### src/rtl/lcd_io_ctrl.sv
// lcd_io_ctrl: turns CPU LCD register write requests into timed HD44780 bus cycles.
// Optional macro LCD_INIT_EN adds a power-up delay and a fixed init sequence after reset.
module lcd_io_ctrl #(
  parameter int T_SETUP_CYC = 3,
  parameter int T_EN_CYC    = 25,
  parameter int T_HOLD_CYC  = 2,
  parameter int T_CMD_CYC   = 2000,
  parameter int T_CLR_CYC   = 82000,
  parameter int T_PWRUP_CYC = 750000
) (
  input  logic        i_clk,
  input  logic        i_reset,
  input  logic [31:0] i_io_lcd,
  output logic        o_lcd_on,
  output logic        o_lcd_en,
  output logic        o_lcd_rs,
  output logic        o_lcd_rw,
  output logic [7:0]  o_lcd_data,
  output logic        o_busy,
  output logic        o_ovf
);

  function automatic int maxOf(input int a, input int b);
    return (a > b) ? a : b;
  endfunction

  localparam int MAX_T = maxOf(maxOf(maxOf(T_SETUP_CYC, T_EN_CYC), maxOf(T_HOLD_CYC, T_CMD_CYC)),
                               maxOf(T_CLR_CYC, T_PWRUP_CYC));
  localparam int CW = $clog2(MAX_T) + 1;

  localparam logic [CW-1:0] LD_SETUP = CW'(T_SETUP_CYC - 1);
  localparam logic [CW-1:0] LD_EN    = CW'(T_EN_CYC - 1);
  localparam logic [CW-1:0] LD_HOLD  = CW'(T_HOLD_CYC - 1);
  localparam logic [CW-1:0] LD_CMD   = CW'(T_CMD_CYC - 1);
  localparam logic [CW-1:0] LD_CLR   = CW'(T_CLR_CYC - 1);

  typedef enum logic [2:0] {
    S_IDLE,
    S_SETUP,
    S_PULSE,
    S_HOLD,
    S_WAIT
`ifdef LCD_INIT_EN
    , S_PWRUP,
    S_INIT
`endif
  } state_t;

  state_t          r_state;
  logic [CW-1:0]   r_cnt;
  logic            r_prev;
  logic            r_on;
  logic            r_en;
  logic            r_rs;
  logic [7:0]      r_data;
  logic            r_busy;
  logic            r_ovf;
  logic            r_pendValid;
  logic            r_pendRs;
  logic [7:0]      r_pendData;

  logic            w_req;
  logic            w_cntZero;
  logic            w_isClr;
  logic            w_waitDone;
  logic            w_initMore;
  logic            w_takePend;
  logic            w_direct;
  logic            w_unused;

  assign w_unused = ^{i_io_lcd[30:11], i_io_lcd[8]};

  assign w_req      = i_io_lcd[10] & ~r_prev;
  assign w_cntZero  = (r_cnt == '0);
  // Clear (0x01) and return-home (0x02/0x03) need the long busy wait
  assign w_isClr    = ~r_rs & (r_data[7:2] == 6'd0) & (r_data != 8'd0);
  assign w_waitDone = (r_state == S_WAIT) & w_cntZero;
  assign w_direct   = (r_state == S_IDLE) & ~r_pendValid;

`ifdef LCD_INIT_EN
  logic [1:0] r_initIdx;
  logic       r_initActive;

  function automatic logic [7:0] initCmd(input logic [1:0] idx);
    case (idx)
      2'd0:    return 8'h38;
      2'd1:    return 8'h0C;
      2'd2:    return 8'h01;
      default: return 8'h06;
    endcase
  endfunction

  assign w_initMore = r_initActive & (r_initIdx != 2'd3);
`else
  assign w_initMore = 1'b0;
`endif

  assign w_takePend = r_pendValid & ((r_state == S_IDLE) | (w_waitDone & ~w_initMore));

  always_ff @(posedge i_clk or posedge i_reset) begin
    if (i_reset) begin
`ifdef LCD_INIT_EN
      r_state      <= S_PWRUP;
      r_cnt        <= CW'(T_PWRUP_CYC - 1);
      r_busy       <= 1'b1;
      r_initIdx    <= 2'd0;
      r_initActive <= 1'b0;
`else
      r_state      <= S_IDLE;
      r_cnt        <= '0;
      r_busy       <= 1'b0;
`endif
      r_prev       <= 1'b0;
      r_on         <= 1'b0;
      r_en         <= 1'b0;
      r_rs         <= 1'b0;
      r_data       <= 8'd0;
      r_ovf        <= 1'b0;
      r_pendValid  <= 1'b0;
      r_pendRs     <= 1'b0;
      r_pendData   <= 8'd0;
    end else begin
      r_on   <= i_io_lcd[31];
      r_prev <= i_io_lcd[10];

      case (r_state)
        S_IDLE: begin
          if (r_pendValid) begin
            r_rs    <= r_pendRs;
            r_data  <= r_pendData;
            r_cnt   <= LD_SETUP;
            r_state <= S_SETUP;
            r_busy  <= 1'b1;
          end else if (w_req) begin
            r_rs    <= i_io_lcd[9];
            r_data  <= i_io_lcd[7:0];
            r_cnt   <= LD_SETUP;
            r_state <= S_SETUP;
            r_busy  <= 1'b1;
          end else begin
            r_busy  <= 1'b0;
          end
        end
        S_SETUP: begin
          if (w_cntZero) begin
            r_cnt   <= LD_EN;
            r_en    <= 1'b1;
            r_state <= S_PULSE;
          end else begin
            r_cnt   <= r_cnt - 1'b1;
          end
        end
        S_PULSE: begin
          if (w_cntZero) begin
            r_cnt   <= LD_HOLD;
            r_en    <= 1'b0;
            r_state <= S_HOLD;
          end else begin
            r_cnt   <= r_cnt - 1'b1;
          end
        end
        S_HOLD: begin
          if (w_cntZero) begin
            r_cnt   <= w_isClr ? LD_CLR : LD_CMD;
            r_state <= S_WAIT;
          end else begin
            r_cnt   <= r_cnt - 1'b1;
          end
        end
        S_WAIT: begin
          if (!w_cntZero) begin
            r_cnt <= r_cnt - 1'b1;
          end else if (w_initMore) begin
`ifdef LCD_INIT_EN
            r_initIdx <= r_initIdx + 2'd1;
            r_state   <= S_INIT;
`endif
          end else begin
`ifdef LCD_INIT_EN
            r_initActive <= 1'b0;
`endif
            // A queued request goes straight back to SETUP without an idle cycle
            if (r_pendValid) begin
              r_rs    <= r_pendRs;
              r_data  <= r_pendData;
              r_cnt   <= LD_SETUP;
              r_state <= S_SETUP;
            end else begin
              r_state <= S_IDLE;
              r_busy  <= w_req;
            end
          end
        end
`ifdef LCD_INIT_EN
        S_PWRUP: begin
          if (w_cntZero) begin
            r_state <= S_INIT;
          end else begin
            r_cnt   <= r_cnt - 1'b1;
          end
        end
        S_INIT: begin
          r_rs         <= 1'b0;
          r_data       <= initCmd(r_initIdx);
          r_cnt        <= LD_SETUP;
          r_initActive <= 1'b1;
          r_state      <= S_SETUP;
        end
`endif
        default: begin
          r_en    <= 1'b0;
          r_state <= S_IDLE;
        end
      endcase

      // Consuming the entry frees the slot for a request in the same cycle
      if (w_req && !w_direct) begin
        if (!r_pendValid || w_takePend) begin
          r_pendValid <= 1'b1;
          r_pendRs    <= i_io_lcd[9];
          r_pendData  <= i_io_lcd[7:0];
        end else begin
          r_ovf <= 1'b1;
        end
      end else if (w_takePend) begin
        r_pendValid <= 1'b0;
      end
    end
  end

  assign o_lcd_on   = r_on;
  assign o_lcd_en   = r_en;
  assign o_lcd_rs   = r_rs;
  assign o_lcd_rw   = 1'b0;
  assign o_lcd_data = r_data;
  assign o_busy     = r_busy;
  assign o_ovf      = r_ovf;

endmodule

### config.mk
export PLATFORM = sky130hd
export DESIGN_NAME = lcd_io_ctrl
export DESIGN_NICKNAME = d
export VERILOG_FILES = /design/src/rtl/lcd_io_ctrl.sv
export SDC_FILE = /design/constraint.sdc
export NUM_CORES = 1
export LEC_CHECK = 0
export BUFFER_PORTS_ARGS = -buffer_cell sky130_fd_sc_hd__clkbuf_2
export CAP_MARGIN = 15
export CELL_PAD_IN_SITES_DETAIL_PLACEMENT = 1
export CELL_PAD_IN_SITES_GLOBAL_PLACEMENT = 2
export CORE_ASPECT_RATIO = 0.8
export CORE_MARGIN = 3
export CORE_UTILIZATION = 38
export CTS_CLUSTER_DIAMETER = 100
export DETAILED_ROUTE_END_ITERATION = 7
export GPL_TIMING_DRIVEN = 0
export PLACE_DENSITY = 0.89
export SLEW_MARGIN = 20
export SYNTH_ARGS = -nofsm -noshare
export SYNTH_HDL_FRONTEND = slang
export SYNTH_SLANG_ARGS = --single-unit
### constraint.sdc
create_clock -name i_clk -period 5.8 [get_ports i_clk]
set_clock_uncertainty 0.2 [all_clocks]
set_input_delay 0.29 -clock i_clk [delete_from_list [all_inputs] [get_ports i_clk]]
set_output_delay 0.29 -clock i_clk [all_outputs]
set_load 0.05 [all_outputs]
==> metrics <==
status complete, no violations; global-route wire length before repair 14.1 mm; share of the synthesized area in compound gates (AO/OA/AOI/OAI) 19.6%; final worst-path cycle share 52.3%; max-slew headroom at the worst pin 31.6%; layout cell share with drive strength beyond 1 21.9%; FMAX 330 MHz; number of distinct standard cells referenced by the synthesized netlist 60; class of the tightest hold or removal check input port to flip-flop; FF+latch count, synth 48; post-route setup TNS 0 ns; largest net degree at the start of global routing 33; width of the die 103 µm; routability congestion estimate 0.787; number of antenna repair diodes 0; post-route ant nets 0; number of buffers inserted during clock tree synthesis 5; area of the die 8530 µm²; Die H 83.2 µm; number of synthesized flops with an enable pin 0; total global-route track usage 20.6%; clock input transition at the sequential cells of the worst setup and hold paths 0.10 ns; wire length per cell after detailed routing 19.8 µm; largest voltage drop on the vdd net 0.113 mV; kind of launch point of the worst setup path flip-flop; row count 27; hold-critical path endpoint r_pendRs; MaxCap Viol Count 0; number of buffers inserted to repair setup after CTS 0; transition time of the tightest slew-check pin 1.03 ns; total power divided by cell area 189 nW/µm²; setup violators final 0; total iterations of the first detailed-routing run 4; Root Buffer clkbuf_8; Netlist Area Pre-Place 2830 µm²; endpoint of the lowest-slack register-to-register path o_lcd_data[3]; Worst Hold Slack 0.0123 ns; Post-Synth Adder-Cell Area 0.883%; number of antenna violations at the first check in global routing 0; net count reported at finish 354; setup slack of the worst register-to-register path 2.77 ns; sum of overflow across all layers after global routing 0; count of warnings emitted by yosys 0; worst hold stages 2; setup repair after global routing missed its margin no; Area Growth Syn to Fin 14.8%; leading register cell type out of synthesis dfrtp_1; count of H-tree levels built during CTS 2; initial detailed-routing violation count 146; maximum clock insertion buffer count 2; number of design rule violations left after detail routing 0; area of the core region 7060 µm²; post-DR vias/cell 6.00; critical path fanouts, max 10; DPL Wire Length 5.83 mm; vias after detailed routing 2437; depth of the most critical reg-to-reg path 6; placed cell count 391; critical path start-end classification flip-flop to flip-flop; Final Hold Fails 0; worst reg2reg path startpoint r_state[1]; parity-gate share of the synthesized area counting xor and xnor cells 0.618%; part of the Yosys area used for sequential elements 42.4%; simple-gate share of the synthesized area 19.8%; Gate Count Post-Synth 278; clock sink count 48; slack of the critical path 2.77 ns; Leak Pwr 1.32 nW; Post-synth ARST share 100%; insertion delay to the later sink of the worst-skew pair 0.31 ns; number of buffers added on ports 25; final worst path period need 3.03 ns; Final Non-Filler Cells 406; TritonCTS clock tree built; Synth Area per Inst 10.2 µm²; Detailed Route WL 8.05 mm; number of global-route vias before repair 2650; data arrival time of the worst path 3.04 ns; kind of end point of the critical path flip-flop; worst slack after detailed placement 2.82 ns; Ports 48; starting utilization of the core area 40.1%; worst hold start i_io_lcd[9]; main combinational cell family by area after synthesis simple AND/OR/NAND/NOR gates; Net Count, Synth 314; post-layout utilization of the core 46.0%; number of pins with negative max-slew slack in the final report 0; CP Data Required Time 5.81 ns; multiplexer share of the synthesized area 12.7%
==> final cells by class <==
type / count / area (µm²)
Buffer: 16 / 87.6
Clock buffer: 7 / 86.3
Clock inverter: 1 / 7.51
Fill cell: 817 / 3810
Inverter: 6 / 22.5
Multi-Input combinational cell: 208 / 1520
Sequential cell: 48 / 1200
Tap cell: 87 / 109
Timing Repair Buffer: 33 / 215
==> kinds of logic after synthesis <==
logic type               after synthesis
XOR/XNOR                               2
adder cells (fa/ha/maj)                2
flip-flops                            48
AND/OR/NAND/NOR                       98
buffers and inverters                 22
multiplexers                          29
AO/OA/AOI/OAI                         76
other                                  1
==> worst max-delay path by stage <==
| stage | startpoint | endpoint | slack (ns) | cells past startpoint |
|---|---|---|---|---|
| final | r_state[1] | o_lcd_data[3] | 2.77 | 6 |
| after global placement | r_state[1] | o_lcd_data[0] | 2.86 | 6 |
| after global routing | r_state[1] | o_lcd_data[7] | 2.58 | 6 |
| after floorplan | r_cnt[10] | o_lcd_data[0] | 3.11 | 6 |
| after CTS | r_state[1] | o_lcd_data[7] | 2.80 | 6 |
| after detailed placement | r_state[1] | o_lcd_data[3] | 2.82 | 6 |
==> cells in the final DEF, fill, tap and decap left out, types with 4 or more instances in the layout <==
| master | Yosys | layout |
|---|---|---|
| mux2_1 | 9 | 9 |
| dlygate4sd3_1 | 0 | 7 |
| a211o_1 | 4 | 4 |
| nand4_1 | 5 | 5 |
| mux2_2 | 10 | 10 |
| dfrtp_1 | 48 | 48 |
| mux2_4 | 9 | 9 |
| clkbuf_2 | 0 | 25 |
| nand3_1 | 11 | 11 |
| o21ai_0 | 8 | 8 |
| a21oi_1 | 9 | 9 |
| nand2_1 | 14 | 14 |
| o211ai_1 | 6 | 6 |
| nor4_1 | 6 | 6 |
| inv_1 | 6 | 5 |
| o21ai_1 | 11 | 11 |
| nor2_1 | 17 | 17 |
| nor3_1 | 17 | 17 |
| clkbuf_8 | 0 | 6 |
| a22o_1 | 6 | 6 |
| clkbuf_1 | 10 | 11 |
==> state kept, by name, indices dropped and copies added (netlist names) <==
register,flops
o_ovf,1
r_state,3
r_cnt,21
o_lcd_rs,1
r_pendRs,1
o_lcd_en,1
r_prev,1
o_busy,1
o_lcd_on,1
r_pendData,8
o_lcd_data,8
r_pendValid,1
==> worst max-delay path, stage by stage, from the launching register on <==
cell and delay, ns:
dfrtp_1 0.37, clkbuf_1 0.40, nor2_1 0.13, clkbuf_1 0.26, a21oi_1 0.88, mux2_2 0.43, mux2_4 0.26
==> cell usage after synthesis (3+ instances only) <==
cell | instances | area share [%]
a22o_1 | 6 | 1.9
mux2_2 | 10 | 4.0
nand3_1 | 11 | 1.9
nor3_1 | 17 | 3.0
a211o_1 | 4 | 1.2
nor2_1 | 17 | 2.3
or4_1 | 3 | 0.79
o211ai_1 | 6 | 1.6
o221ai_1 | 3 | 0.93
or2_2 | 3 | 0.66
nand4_1 | 5 | 1.1
buf_4 | 3 | 0.79
and2_1 | 3 | 0.66
nand2_1 | 14 | 1.9
mux2_1 | 9 | 3.6
a21oi_1 | 9 | 1.6
nor4_1 | 6 | 1.3
inv_1 | 6 | 0.79
and3_1 | 3 | 0.66
dfrtp_1 | 48 | 42
o21ai_1 | 11 | 1.9
a211oi_1 | 3 | 0.79
mux2_4 | 9 | 4.8
or3_1 | 3 | 0.66
o21ai_0 | 8 | 1.4
nor2b_1 | 3 | 0.66
clkbuf_1 | 10 | 1.3
==> through the flow <==
stage          cell area, µm²  power (mW)
2_1_floorplan            2830       0.383
3_3_place_gp             3070       0.392
3_5_place_dp             3090       0.397
4_1_cts                  3240       0.620
5_1_grt                  3250       0.645
6_report                 3250       0.615
==> where the power goes <==
part,switching [mW],leakage [nW],internal (mW)
Clock,0.124,0.0445,0.0973
Sequential,0.00517,0.587,0.346
Combinational,0.0197,0.690,0.0223
Total,0.149,1.32,0.466
==> routing by layer <==
| metal | share of wire (%) | vias to the layer above | track usage, % |
|---|---|---|---|
| met2 | 47 | 47 | 32.5 |
| met3 | 3.8 | 7 | 4.11 |
| met5 | 0 | - | 0 |
| met1 | 48 | 1247 | 29.3 |
| li1 | - | 1136 | - |
| met4 | 0.93 | 0 | 3.81 |
==> timing repair <==
action / CTS / global route
endpoints found under the hold margin: 21 / 1
hold buffers: 6 / 1
gates resized for setup: 0 / 0
No activity file was read; power rests on OpenSTA's default activity.
